$ cat src/rtl/assoc_table_ctrl.sv
`default_nettype none
// =============================================================================
// Module   : assoc_table_ctrl
// Desc     : Scanning sequencer for a small signed-key associative table with
//            write/read/delete/size/low/high/next/clear commands.
//            Optional macro ASSOC_TABLE_STATS_EN adds hit/miss counters.
// Revision : 1.0
// =============================================================================
module assoc_table_ctrl #(
    parameter  int DEPTH = 8,
    parameter  int KEY_W = 32,
    parameter  int VAL_W = 32,
    localparam int IDX_W = $clog2(DEPTH)
) (
    input  logic             clk,
    input  logic             rst_n,
    input  logic             cmd_valid,
    output logic             cmd_ready,
    input  logic [2:0]       cmd_op,
    input  logic [KEY_W-1:0] cmd_key,
    input  logic [VAL_W-1:0] cmd_val,
    output logic             rsp_valid,
    input  logic             rsp_ready,
    output logic             rsp_found,
    output logic             rsp_err,
    output logic [KEY_W-1:0] rsp_key,
    output logic [VAL_W-1:0] rsp_val,
    output logic [IDX_W:0]   rsp_size
`ifdef ASSOC_TABLE_STATS_EN
    ,
    output logic [15:0]      stat_hits,
    output logic [15:0]      stat_misses
`endif
);

    localparam logic [2:0] c_OP_WRITE  = 3'd0;
    localparam logic [2:0] c_OP_READ   = 3'd1;
    localparam logic [2:0] c_OP_DELETE = 3'd2;
    localparam logic [2:0] c_OP_SIZE   = 3'd3;
    localparam logic [2:0] c_OP_LOW    = 3'd4;
    localparam logic [2:0] c_OP_HIGH   = 3'd5;
    localparam logic [2:0] c_OP_NEXT   = 3'd6;
    localparam logic [2:0] c_OP_CLEAR  = 3'd7;
    localparam logic [IDX_W-1:0] c_LAST_IDX = IDX_W'(DEPTH - 1);

    typedef enum logic [1:0] {S_IDLE = 2'd0, S_SCAN = 2'd1, S_RESP = 2'd2} state_t;

    state_t                   state_q, state_d;
    logic [IDX_W-1:0]         idx_q, idx_d;
    logic [2:0]               op_q, op_d;
    logic signed [KEY_W-1:0]  key_q, key_d;
    logic [VAL_W-1:0]         val_q, val_d;
    logic [DEPTH-1:0]         valid_q, valid_d;
    logic [IDX_W:0]           count_q, count_d;

    logic                     m_found_q, m_found_d, f_found_q, f_found_d, b_found_q, b_found_d;
    logic [IDX_W-1:0]         m_idx_q, m_idx_d, f_idx_q, f_idx_d;
    logic [VAL_W-1:0]         m_val_q, m_val_d, b_val_q, b_val_d;
    logic signed [KEY_W-1:0]  b_key_q, b_key_d;

    logic                     cmd_ready_q, cmd_ready_d, rsp_valid_q, rsp_valid_d;
    logic                     rsp_found_q, rsp_found_d, rsp_err_q, rsp_err_d;
    logic [KEY_W-1:0]         rsp_key_q, rsp_key_d;
    logic [VAL_W-1:0]         rsp_val_q, rsp_val_d;
    logic [IDX_W:0]           rsp_size_q, rsp_size_d;

    logic [KEY_W-1:0]         mem_key_q [DEPTH];
    logic [VAL_W-1:0]         mem_val_q [DEPTH];
    logic                     mem_we;
    logic [IDX_W-1:0]         mem_widx;

    // Trackers folded with the slot under examination this cycle
    logic                     slot_v, w_match, w_better;
    logic signed [KEY_W-1:0]  slot_key;
    logic [VAL_W-1:0]         slot_val;
    logic                     w_m_found, w_f_found, w_b_found;
    logic [IDX_W-1:0]         w_m_idx, w_f_idx;
    logic [VAL_W-1:0]         w_m_val, w_b_val;
    logic signed [KEY_W-1:0]  w_b_key;

    always_comb begin
        slot_v    = valid_q[idx_q];
        slot_key  = $signed(mem_key_q[idx_q]);
        slot_val  = mem_val_q[idx_q];
        w_match   = slot_v && (slot_key == key_q);
        w_m_found = m_found_q || w_match;
        w_m_idx   = w_match ? idx_q : m_idx_q;
        w_m_val   = w_match ? slot_val : m_val_q;
        w_f_found = f_found_q || !slot_v;
        w_f_idx   = (!f_found_q && !slot_v) ? idx_q : f_idx_q;
        case (op_q)
            c_OP_LOW:  w_better = slot_v && (!b_found_q || slot_key < b_key_q);
            c_OP_HIGH: w_better = slot_v && (!b_found_q || slot_key > b_key_q);
            c_OP_NEXT: w_better = slot_v && (slot_key > key_q) && (!b_found_q || slot_key < b_key_q);
            default:   w_better = 1'b0;
        endcase
        w_b_found = b_found_q || w_better;
        w_b_key   = w_better ? slot_key : b_key_q;
        w_b_val   = w_better ? slot_val : b_val_q;
    end

    always_comb begin
        state_d     = state_q;
        idx_d       = idx_q;
        op_d        = op_q;
        key_d       = key_q;
        val_d       = val_q;
        valid_d     = valid_q;
        count_d     = count_q;
        m_found_d   = m_found_q;
        m_idx_d     = m_idx_q;
        m_val_d     = m_val_q;
        f_found_d   = f_found_q;
        f_idx_d     = f_idx_q;
        b_found_d   = b_found_q;
        b_key_d     = b_key_q;
        b_val_d     = b_val_q;
        cmd_ready_d = cmd_ready_q;
        rsp_valid_d = rsp_valid_q;
        rsp_found_d = rsp_found_q;
        rsp_err_d   = rsp_err_q;
        rsp_key_d   = rsp_key_q;
        rsp_val_d   = rsp_val_q;
        rsp_size_d  = rsp_size_q;
        mem_we      = 1'b0;
        mem_widx    = '0;

        case (state_q)
            S_IDLE: begin
                if (cmd_valid && cmd_ready_q) begin
                    op_d        = cmd_op;
                    key_d       = $signed(cmd_key);
                    val_d       = cmd_val;
                    idx_d       = '0;
                    m_found_d   = 1'b0;
                    m_idx_d     = '0;
                    m_val_d     = '0;
                    f_found_d   = 1'b0;
                    f_idx_d     = '0;
                    b_found_d   = 1'b0;
                    b_key_d     = '0;
                    b_val_d     = '0;
                    cmd_ready_d = 1'b0;
                    if (cmd_op == c_OP_SIZE || cmd_op == c_OP_CLEAR) begin
                        if (cmd_op == c_OP_CLEAR) begin
                            valid_d = '0;
                            count_d = '0;
                        end
                        state_d     = S_RESP;
                        rsp_valid_d = 1'b1;
                        rsp_found_d = (cmd_op == c_OP_SIZE) && (count_q != '0);
                        rsp_err_d   = 1'b0;
                        rsp_key_d   = '0;
                        rsp_val_d   = '0;
                        rsp_size_d  = count_d;
                    end else begin
                        state_d = S_SCAN;
                    end
                end
            end
            S_SCAN: begin
                if (idx_q != c_LAST_IDX) begin
                    idx_d     = idx_q + 1'b1;
                    m_found_d = w_m_found;
                    m_idx_d   = w_m_idx;
                    m_val_d   = w_m_val;
                    f_found_d = w_f_found;
                    f_idx_d   = w_f_idx;
                    b_found_d = w_b_found;
                    b_key_d   = w_b_key;
                    b_val_d   = w_b_val;
                end else begin
                    state_d     = S_RESP;
                    rsp_valid_d = 1'b1;
                    rsp_found_d = 1'b0;
                    rsp_err_d   = 1'b0;
                    rsp_key_d   = '0;
                    rsp_val_d   = '0;
                    case (op_q)
                        c_OP_WRITE: begin
                            if (w_m_found) begin
                                mem_we      = 1'b1;
                                mem_widx    = w_m_idx;
                                rsp_found_d = 1'b1;
                                rsp_key_d   = key_q;
                                rsp_val_d   = val_q;
                            end else if (w_f_found) begin
                                mem_we           = 1'b1;
                                mem_widx         = w_f_idx;
                                valid_d[w_f_idx] = 1'b1;
                                count_d          = count_q + 1'b1;
                                rsp_key_d        = key_q;
                                rsp_val_d        = val_q;
                            end else begin
                                rsp_err_d = 1'b1;
                            end
                        end
                        c_OP_READ, c_OP_DELETE: begin
                            if (w_m_found) begin
                                rsp_found_d = 1'b1;
                                rsp_key_d   = key_q;
                                rsp_val_d   = w_m_val;
                                if (op_q == c_OP_DELETE) begin
                                    valid_d[w_m_idx] = 1'b0;
                                    count_d          = count_q - 1'b1;
                                end
                            end
                        end
                        default: begin
                            rsp_found_d = w_b_found;
                            rsp_key_d   = w_b_key;
                            rsp_val_d   = w_b_val;
                        end
                    endcase
                    rsp_size_d = count_d;
                end
            end
            S_RESP: begin
                if (rsp_ready) begin
                    state_d     = S_IDLE;
                    rsp_valid_d = 1'b0;
                    cmd_ready_d = 1'b1;
                end
            end
            default: state_d = S_IDLE;
        endcase
    end

    always_ff @(posedge clk or negedge rst_n) begin
        if (!rst_n) begin
            state_q     <= S_IDLE;
            idx_q       <= '0;
            op_q        <= '0;
            key_q       <= '0;
            val_q       <= '0;
            valid_q     <= '0;
            count_q     <= '0;
            m_found_q   <= 1'b0;
            m_idx_q     <= '0;
            m_val_q     <= '0;
            f_found_q   <= 1'b0;
            f_idx_q     <= '0;
            b_found_q   <= 1'b0;
            b_key_q     <= '0;
            b_val_q     <= '0;
            cmd_ready_q <= 1'b1;
            rsp_valid_q <= 1'b0;
            rsp_found_q <= 1'b0;
            rsp_err_q   <= 1'b0;
            rsp_key_q   <= '0;
            rsp_val_q   <= '0;
            rsp_size_q  <= '0;
        end else begin
            state_q     <= state_d;
            idx_q       <= idx_d;
            op_q        <= op_d;
            key_q       <= key_d;
            val_q       <= val_d;
            valid_q     <= valid_d;
            count_q     <= count_d;
            m_found_q   <= m_found_d;
            m_idx_q     <= m_idx_d;
            m_val_q     <= m_val_d;
            f_found_q   <= f_found_d;
            f_idx_q     <= f_idx_d;
            b_found_q   <= b_found_d;
            b_key_q     <= b_key_d;
            b_val_q     <= b_val_d;
            cmd_ready_q <= cmd_ready_d;
            rsp_valid_q <= rsp_valid_d;
            rsp_found_q <= rsp_found_d;
            rsp_err_q   <= rsp_err_d;
            rsp_key_q   <= rsp_key_d;
            rsp_val_q   <= rsp_val_d;
            rsp_size_q  <= rsp_size_d;
        end
    end

    // Slot payload is qualified by valid_q, so it needs no reset
    always_ff @(posedge clk) begin
        if (mem_we) begin
            mem_key_q[mem_widx] <= key_q;
            mem_val_q[mem_widx] <= val_q;
        end
    end

    assign cmd_ready = cmd_ready_q;
    assign rsp_valid = rsp_valid_q;
    assign rsp_found = rsp_found_q;
    assign rsp_err   = rsp_err_q;
    assign rsp_key   = rsp_key_q;
    assign rsp_val   = rsp_val_q;
    assign rsp_size  = rsp_size_q;

`ifdef ASSOC_TABLE_STATS_EN
    logic [15:0] stat_hits_q, stat_hits_d, stat_misses_q, stat_misses_d;

    always_comb begin
        stat_hits_d   = stat_hits_q;
        stat_misses_d = stat_misses_q;
        if (state_q == S_IDLE && cmd_valid && cmd_ready_q && cmd_op == c_OP_CLEAR) begin
            stat_hits_d   = '0;
            stat_misses_d = '0;
        end else if (state_q == S_RESP && rsp_ready &&
                     (op_q == c_OP_READ || op_q == c_OP_DELETE)) begin
            if (rsp_found_q && stat_hits_q != 16'hFFFF)
                stat_hits_d = stat_hits_q + 1'b1;
            else if (!rsp_found_q && stat_misses_q != 16'hFFFF)
                stat_misses_d = stat_misses_q + 1'b1;
        end
    end

    always_ff @(posedge clk or negedge rst_n) begin
        if (!rst_n) begin
            stat_hits_q   <= '0;
            stat_misses_q <= '0;
        end else begin
            stat_hits_q   <= stat_hits_d;
            stat_misses_q <= stat_misses_d;
        end
    end

    assign stat_hits   = stat_hits_q;
    assign stat_misses = stat_misses_q;
`else
    // Statistics counters are not built in this configuration.
`endif

endmodule
`default_nettype wire

$ cat config.mk
export PLATFORM = sky130hd
export DESIGN_NAME = assoc_table_ctrl
export DESIGN_NICKNAME = d
export VERILOG_FILES = /design/src/rtl/assoc_table_ctrl.sv
export SDC_FILE = /design/constraint.sdc
export NUM_CORES = 1
export LEC_CHECK = 0
export ABC_AREA = 1
export CAP_MARGIN = 10
export CORE_ASPECT_RATIO = 0.7
export CORE_UTILIZATION = 28
export DETAILED_ROUTE_END_ITERATION = 10
export PLACE_DENSITY = 0.45
export SLEW_MARGIN = 20
export SYNTH_ARGS = -nofsm -noshare
export SYNTH_HDL_FRONTEND = slang
export SYNTH_SLANG_ARGS = --single-unit
$ cat constraint.sdc
create_clock -name clk -period 11.8 [get_ports clk]
set_input_delay 2.36 -clock clk [delete_from_list [all_inputs] [get_ports clk]]
set_output_delay 2.36 -clock clk [all_outputs]
set_load 0.02 [all_outputs]
* Word level (Yosys, flattened, before mapping)
Memories as Yosys holds them, arrays and structs flattened.
Index checks and enable logic that the tools add are counted.
** Word-level totals
- Bits in registers :: 257
- RAM bits :: 512
- Input bits :: 71
- Output and inout port bits :: 72
- Memories :: 2
** Memory list
- mem_key_q :: words 8, width 32, rd ports 1, clocked after memory_dff 0, wr ports 1, line 67 : logic [KEY_W-1:0] mem_key_q [DEPTH];
- mem_val_q :: words 8, width 32, rd ports 1, clocked after memory_dff 0, wr ports 1, line 68 : logic [VAL_W-1:0] mem_val_q [DEPTH];
** Cells by class
- Add/sub/neg operators :: 3
- Magnitude comparators :: 8
- Equal/unequal tests :: 28
- Mux-type cells :: 104
- Bitwise gates (word level) :: 3
- Reduce and logical (&&, ||, !) cells :: 35
** Operators by type and width (count)
- $mux W32 :: 17
- $pmux W32 S2 :: 7
- $gt A32 B32 Y1 :: 2
- $mux W8 :: 8
- $mux W3 :: 11
- $eq A32 B32 Y1 :: 1
- $lt A32 B32 Y1 :: 1
- $mux W4 :: 8
- $pmux W8 S2 :: 2
- $mux W1 :: 30
- $ne A4 B4 Y1 const B :: 5
- $reduce_and A10 Y1 :: 2
- $pmux W3 S2 :: 3
- $pmux W4 S2 :: 2
- $ne A3 B3 Y1 const B :: 5
- $eq A3 B3 Y1 const B :: 4
- $lt A3 B4 Y1 const B :: 3
- $ne A2 B2 Y1 const B :: 6
- $pmux W1 S2 :: 6
- $logic_and A1 B1 Y1 :: 10
- $reduce_and A3 Y1 :: 3
- $and A8 B8 Y8 :: 1
- $mux W2 :: 4
- $not A8 Y8 :: 1
- 27 further kinds :: 39

* Depth between registers and ports, before layout
- Word-level depth :: 15
- Mapped depth :: 33

* Worst setup path after synthesis
No wires, ideal clock.
- Kind :: reg2reg
- From :: register idx_q[0]
- To :: memory mem_key_q[2][0] (enable)
- Setup time :: 486 ps
- Data arrival time :: 5763 ps
- Data required time :: 11314 ps
- Slack :: 5551 ps
- Cell stages (with the launch flop) :: 23
- Buffers on the path :: 4
- Clock period less this slack :: 6249 ps
- Path through :: dfrtp_1 inv_2 buf_4 buf_2 clkbuf_1 nor2_1 o22ai_1 nor2_1 a31oi_1 ha_1 nand2_2 nor3_4 nand3_1 nor2_1 nand2_2 buf_4 nand2_1 o21ai_2 inv_1 a22oi_1 nor2_1 nand2_1 nor2_1
** On the way
- Cells in the longest elaborated chain, start to end :: 11
** Ends and longest elaborated chain
- start: declaration :: line 49 : logic [IDX_W-1:0] idx_q, idx_d;
- start signal: assignment :: line 255 : idx_q <= idx_d;
- parallel branches: the longest is 11 deep, another holds $mem_v2 Z8 W32
- end: declaration :: line 67
Parallel ways; which one is timed is not known. The select of a mux whose other input is x is not followed.

* Final worst setup path
- From :: register idx_q[0]
- To :: memory mem_val_q[4][7] (enable)
** On the way
- Cells in the longest elaborated chain, start to end :: 11
** Ends and longest elaborated chain (line)
- parallel branches: the longest is 11 deep, another holds $mem_v2 Z8 W32
- end: declaration :: 68
Parallel ways; which one is timed is not known. The select of a mux whose other input is x is not followed.

==> results.json <==
{
  "status": "completed",
  "gp_congestion": 0.789,
  "hold_violations": 0,
  "coreArea_sq_um": 122000,
  "layoutNonFillerInstCount": 5171,
  "finalClockSkew_ns": 0.0287,
  "cp-start-kind": "register",
  "yosysUniqueCellTypes": 44,
  "cts-hold-fix-buffers": 0,
  "synth_area_leaders": "edfxtp_1 45%, dfrtp_1 19%, nand2_1 11%, nor2_1 3.6%, nand3_1 3.0%",
  "drtIter0Drc": 1968,
  "grt_start_max_net_pins": 112,
  "cp_num_buf_inv": 5,
  "vdd_drop_max_mv": 0.0869,
  "die_y_um": 295,
  "max_freq_mhz": 139,
  "maxSlewHeadroom_pct": 26.7,
  "maxCapViolCount": 0,
  "synth.net_count": 3539,
  "syn-cell-area_sq_um": 34400,
  "hold_class": "reg2reg",
  "post-synth-top-area-fraction_pct": 44.7,
  "tightest_slew_ns": 1.10,
  "cp_slowest_stage_delay_ns": 0.86,
  "ys_seq_area_share_pct": 63.5,
  "hpwl_um": 60200,
  "grt_pass1_vias": 24008,
  "yosysMostFrequentCell": "nand2_1",
  "worst_slack_ns": 4.62,
  "wl_um": 105000,
  "critPathSlowestCell": "buf_4",
  "synth-edff-count": 512,
  "cts-resized-gates": 0,
  "numCtsBuffers": 81,
  "async_flop_share_pct": 33.4,
  "wl_per_cell_um": 20.3,
  "num_rows": 107,
  "grt_antenna_before_repair": 1,
  "synth_common_cells": "979 x nand2_1, 512 x edfxtp_1, 326 x nor2_1",
  "first_pass_iters": 7,
  "port-buffer-count": 142,
  "num_vias": 24548,
  "syn_to_final_growth_pct": 17.2,
  "root_buffer": "clkbuf_16",
  "dp.cells": 5018,
  "grt_setup_unrepaired": "no",
  "dieArea_sq_um": 124000,
  "ys_warn_count": 0,
  "cp_max_fo": 110,
  "critPathTopFamily": "buffers and inverters",
  "grt_pass1_wl_um": 158000,
  "via_per_inst": 4.75,
  "slew_violations": 0,
  "ys_seq_elements": 769,
  "place_ws_ns": 4.59,
  "setup_viol": 0,
  "end_kind": "register",
  "yosys.area.top_type": "edfxtp_1",
  "ys.flop_type": "edfxtp_1",
  "crit_chain": "inv_6 > buf_4 > o21ai_0 > o22ai_1 > nor2_1 > a31oi_1 > ha_1 > nand2_1 > nor2_1 > nand3_1 > nor2_1 > nand2_2 > buf_4 > nand2_1 > o21ai_2 > o22ai_1 > nand2_1 > inv_1 > nor2_4 > buf_4",
  "clkLatencyLatePin_ns": 0.67,
  "nets": 3609,
  "syn_avg_cell_area_sq_um": 10.1,
  "clock-sinks": 769,
  "netlist_instances": 3396,
  "tns_ns": 0,
  "worst_ep_required_time_ns": 12.07,
  "track_usage_pct": 16.9,
  "min_period_ns": 7.18,
  "drcViolationCount": 0,
  "ctsLongestPathBuffers": 3,
  "io_pins": 143,
  "start_util_pct": 28.2,
  "cp.arrival_ns": 7.45,
  "gr-total-overflow": 0,
  "ctsHtreeMaxLevel": 3,
  "cts.reportedPaths.clkPinSlew_ns": 0.06,
  "postCtsSetupBuffers": 0,
  "cts_tree": "done",
  "worstSetupPathType": "reg2reg",
  "drive_gt1_share_pct": 6.82,
  "postRouteAntennaNets": 0,
  "leakage_uw": 0.0169,
  "pwr_density_cell_nw_per_um2": 140,
  "die_w_um": 421,
  "post-route-period-util_pct": 60.9
}
## metal layers
| metal | track usage [%] | share of wire, % | vias to the layer above |
|---|---|---|---|
| li1 | - | - | 11797 |
| met1 | 24.5 | 49 | 12035 |
| met2 | 26.5 | 45 | 581 |
| met3 | 2.29 | 4.3 | 135 |
| met4 | 4.41 | 2.2 | 0 |
| met5 | 0 | 0 | - |
## cell usage in the layout (no fill, tap or decap), types with 39 or more instances in the layout
master	instances
o22ai_1	39
a31oi_1	39
o21ai_0	201
nand3_1	208
clkdlybuf4s50_1	141
inv_1	165
a32o_1	64
nand2_1	974
a21oi_1	175
ha_1	71
clkbuf_16	84
buf_4	42
dfrtp_1	253
edfxtp_1	512
nor2_1	316
## layout make-up
cell class                 count  area (sq um)
timing repair buffer         186          1790
multi-input combinational   2235         11100
clock buffer                 112          2300
tap                         1635          2050
clock inverter                40           522
sequential                   769         21800
inverter                     193           737
fill                       12398         81400
antenna                        1          2.50
## tightest hold or removal path: stages (launching register included)
cell     delay [ns]
dfrtp_1        0.34
nand2_1        0.05
nand2_1        0.06
## per-stage QoR
step           total power (uW)  hold WS [ns]  util [%]  cell area [sq um]
2_1_floorplan              2910         0.448         -              34400
3_3_place_gp               2960         0.463      30.8              37400
3_5_place_dp               2960         0.464      30.8              37500
4_1_cts                    5720         0.483      33.1              40300
5_1_grt                    5800         0.504      33.1              40300
6_report                   5640         0.479      33.1              40300
## cells by family after synthesis
kind of cell	share of synthesized area [%]
muxes	1.08
and+or+nand+nor	17.8
adders and majority gates	2.64
xor gates and xnor gates	0.0510
AOI/OAI and AO/OA	10.4
DFF	63.5
buffers and inverters	4.63
## power by group
part / switching (uW) / internal, uW / total, uW
Clock: 1130 / 1610 / 2750
Sequential: 0 / 2850 / 2850
Combinational: 25.4 / 21.6 / 46.9
## registers in the layout, summed over array words and instances, names as in the netlist, 2 cells and up
name,count
val_q,32
state_q,2
rsp_key,32
mem_key_q,256
m_val_q,32
mem_val_q,256
valid_q,8
rsp_val,32
idx_q,3
b_val_q,32
b_key_q,32
key_q,32
f_idx_q,3
rsp_size,4
m_idx_q,3
op_q,3
## worst paths after layout
check | from | endpoint | slack, ns | depth (start not counted)
max | idx_q[0] | mem_val_q[4][7] | 4.62 | 20
max in group asynchronous | rst_n | b_key_q[27] | 8.08 | 3
min | rsp_val[20] | rsp_val[20] | 0.48 | 2
min in group asynchronous | rst_n | b_val_q[12] | 1.74 | 1
max reg2reg | idx_q[0] | mem_val_q[4][7] | 4.62 | 20
min reg2reg | rsp_val[20] | rsp_val[20] | 0.48 | 2
No activity file was read; power rests on OpenSTA's default activity.
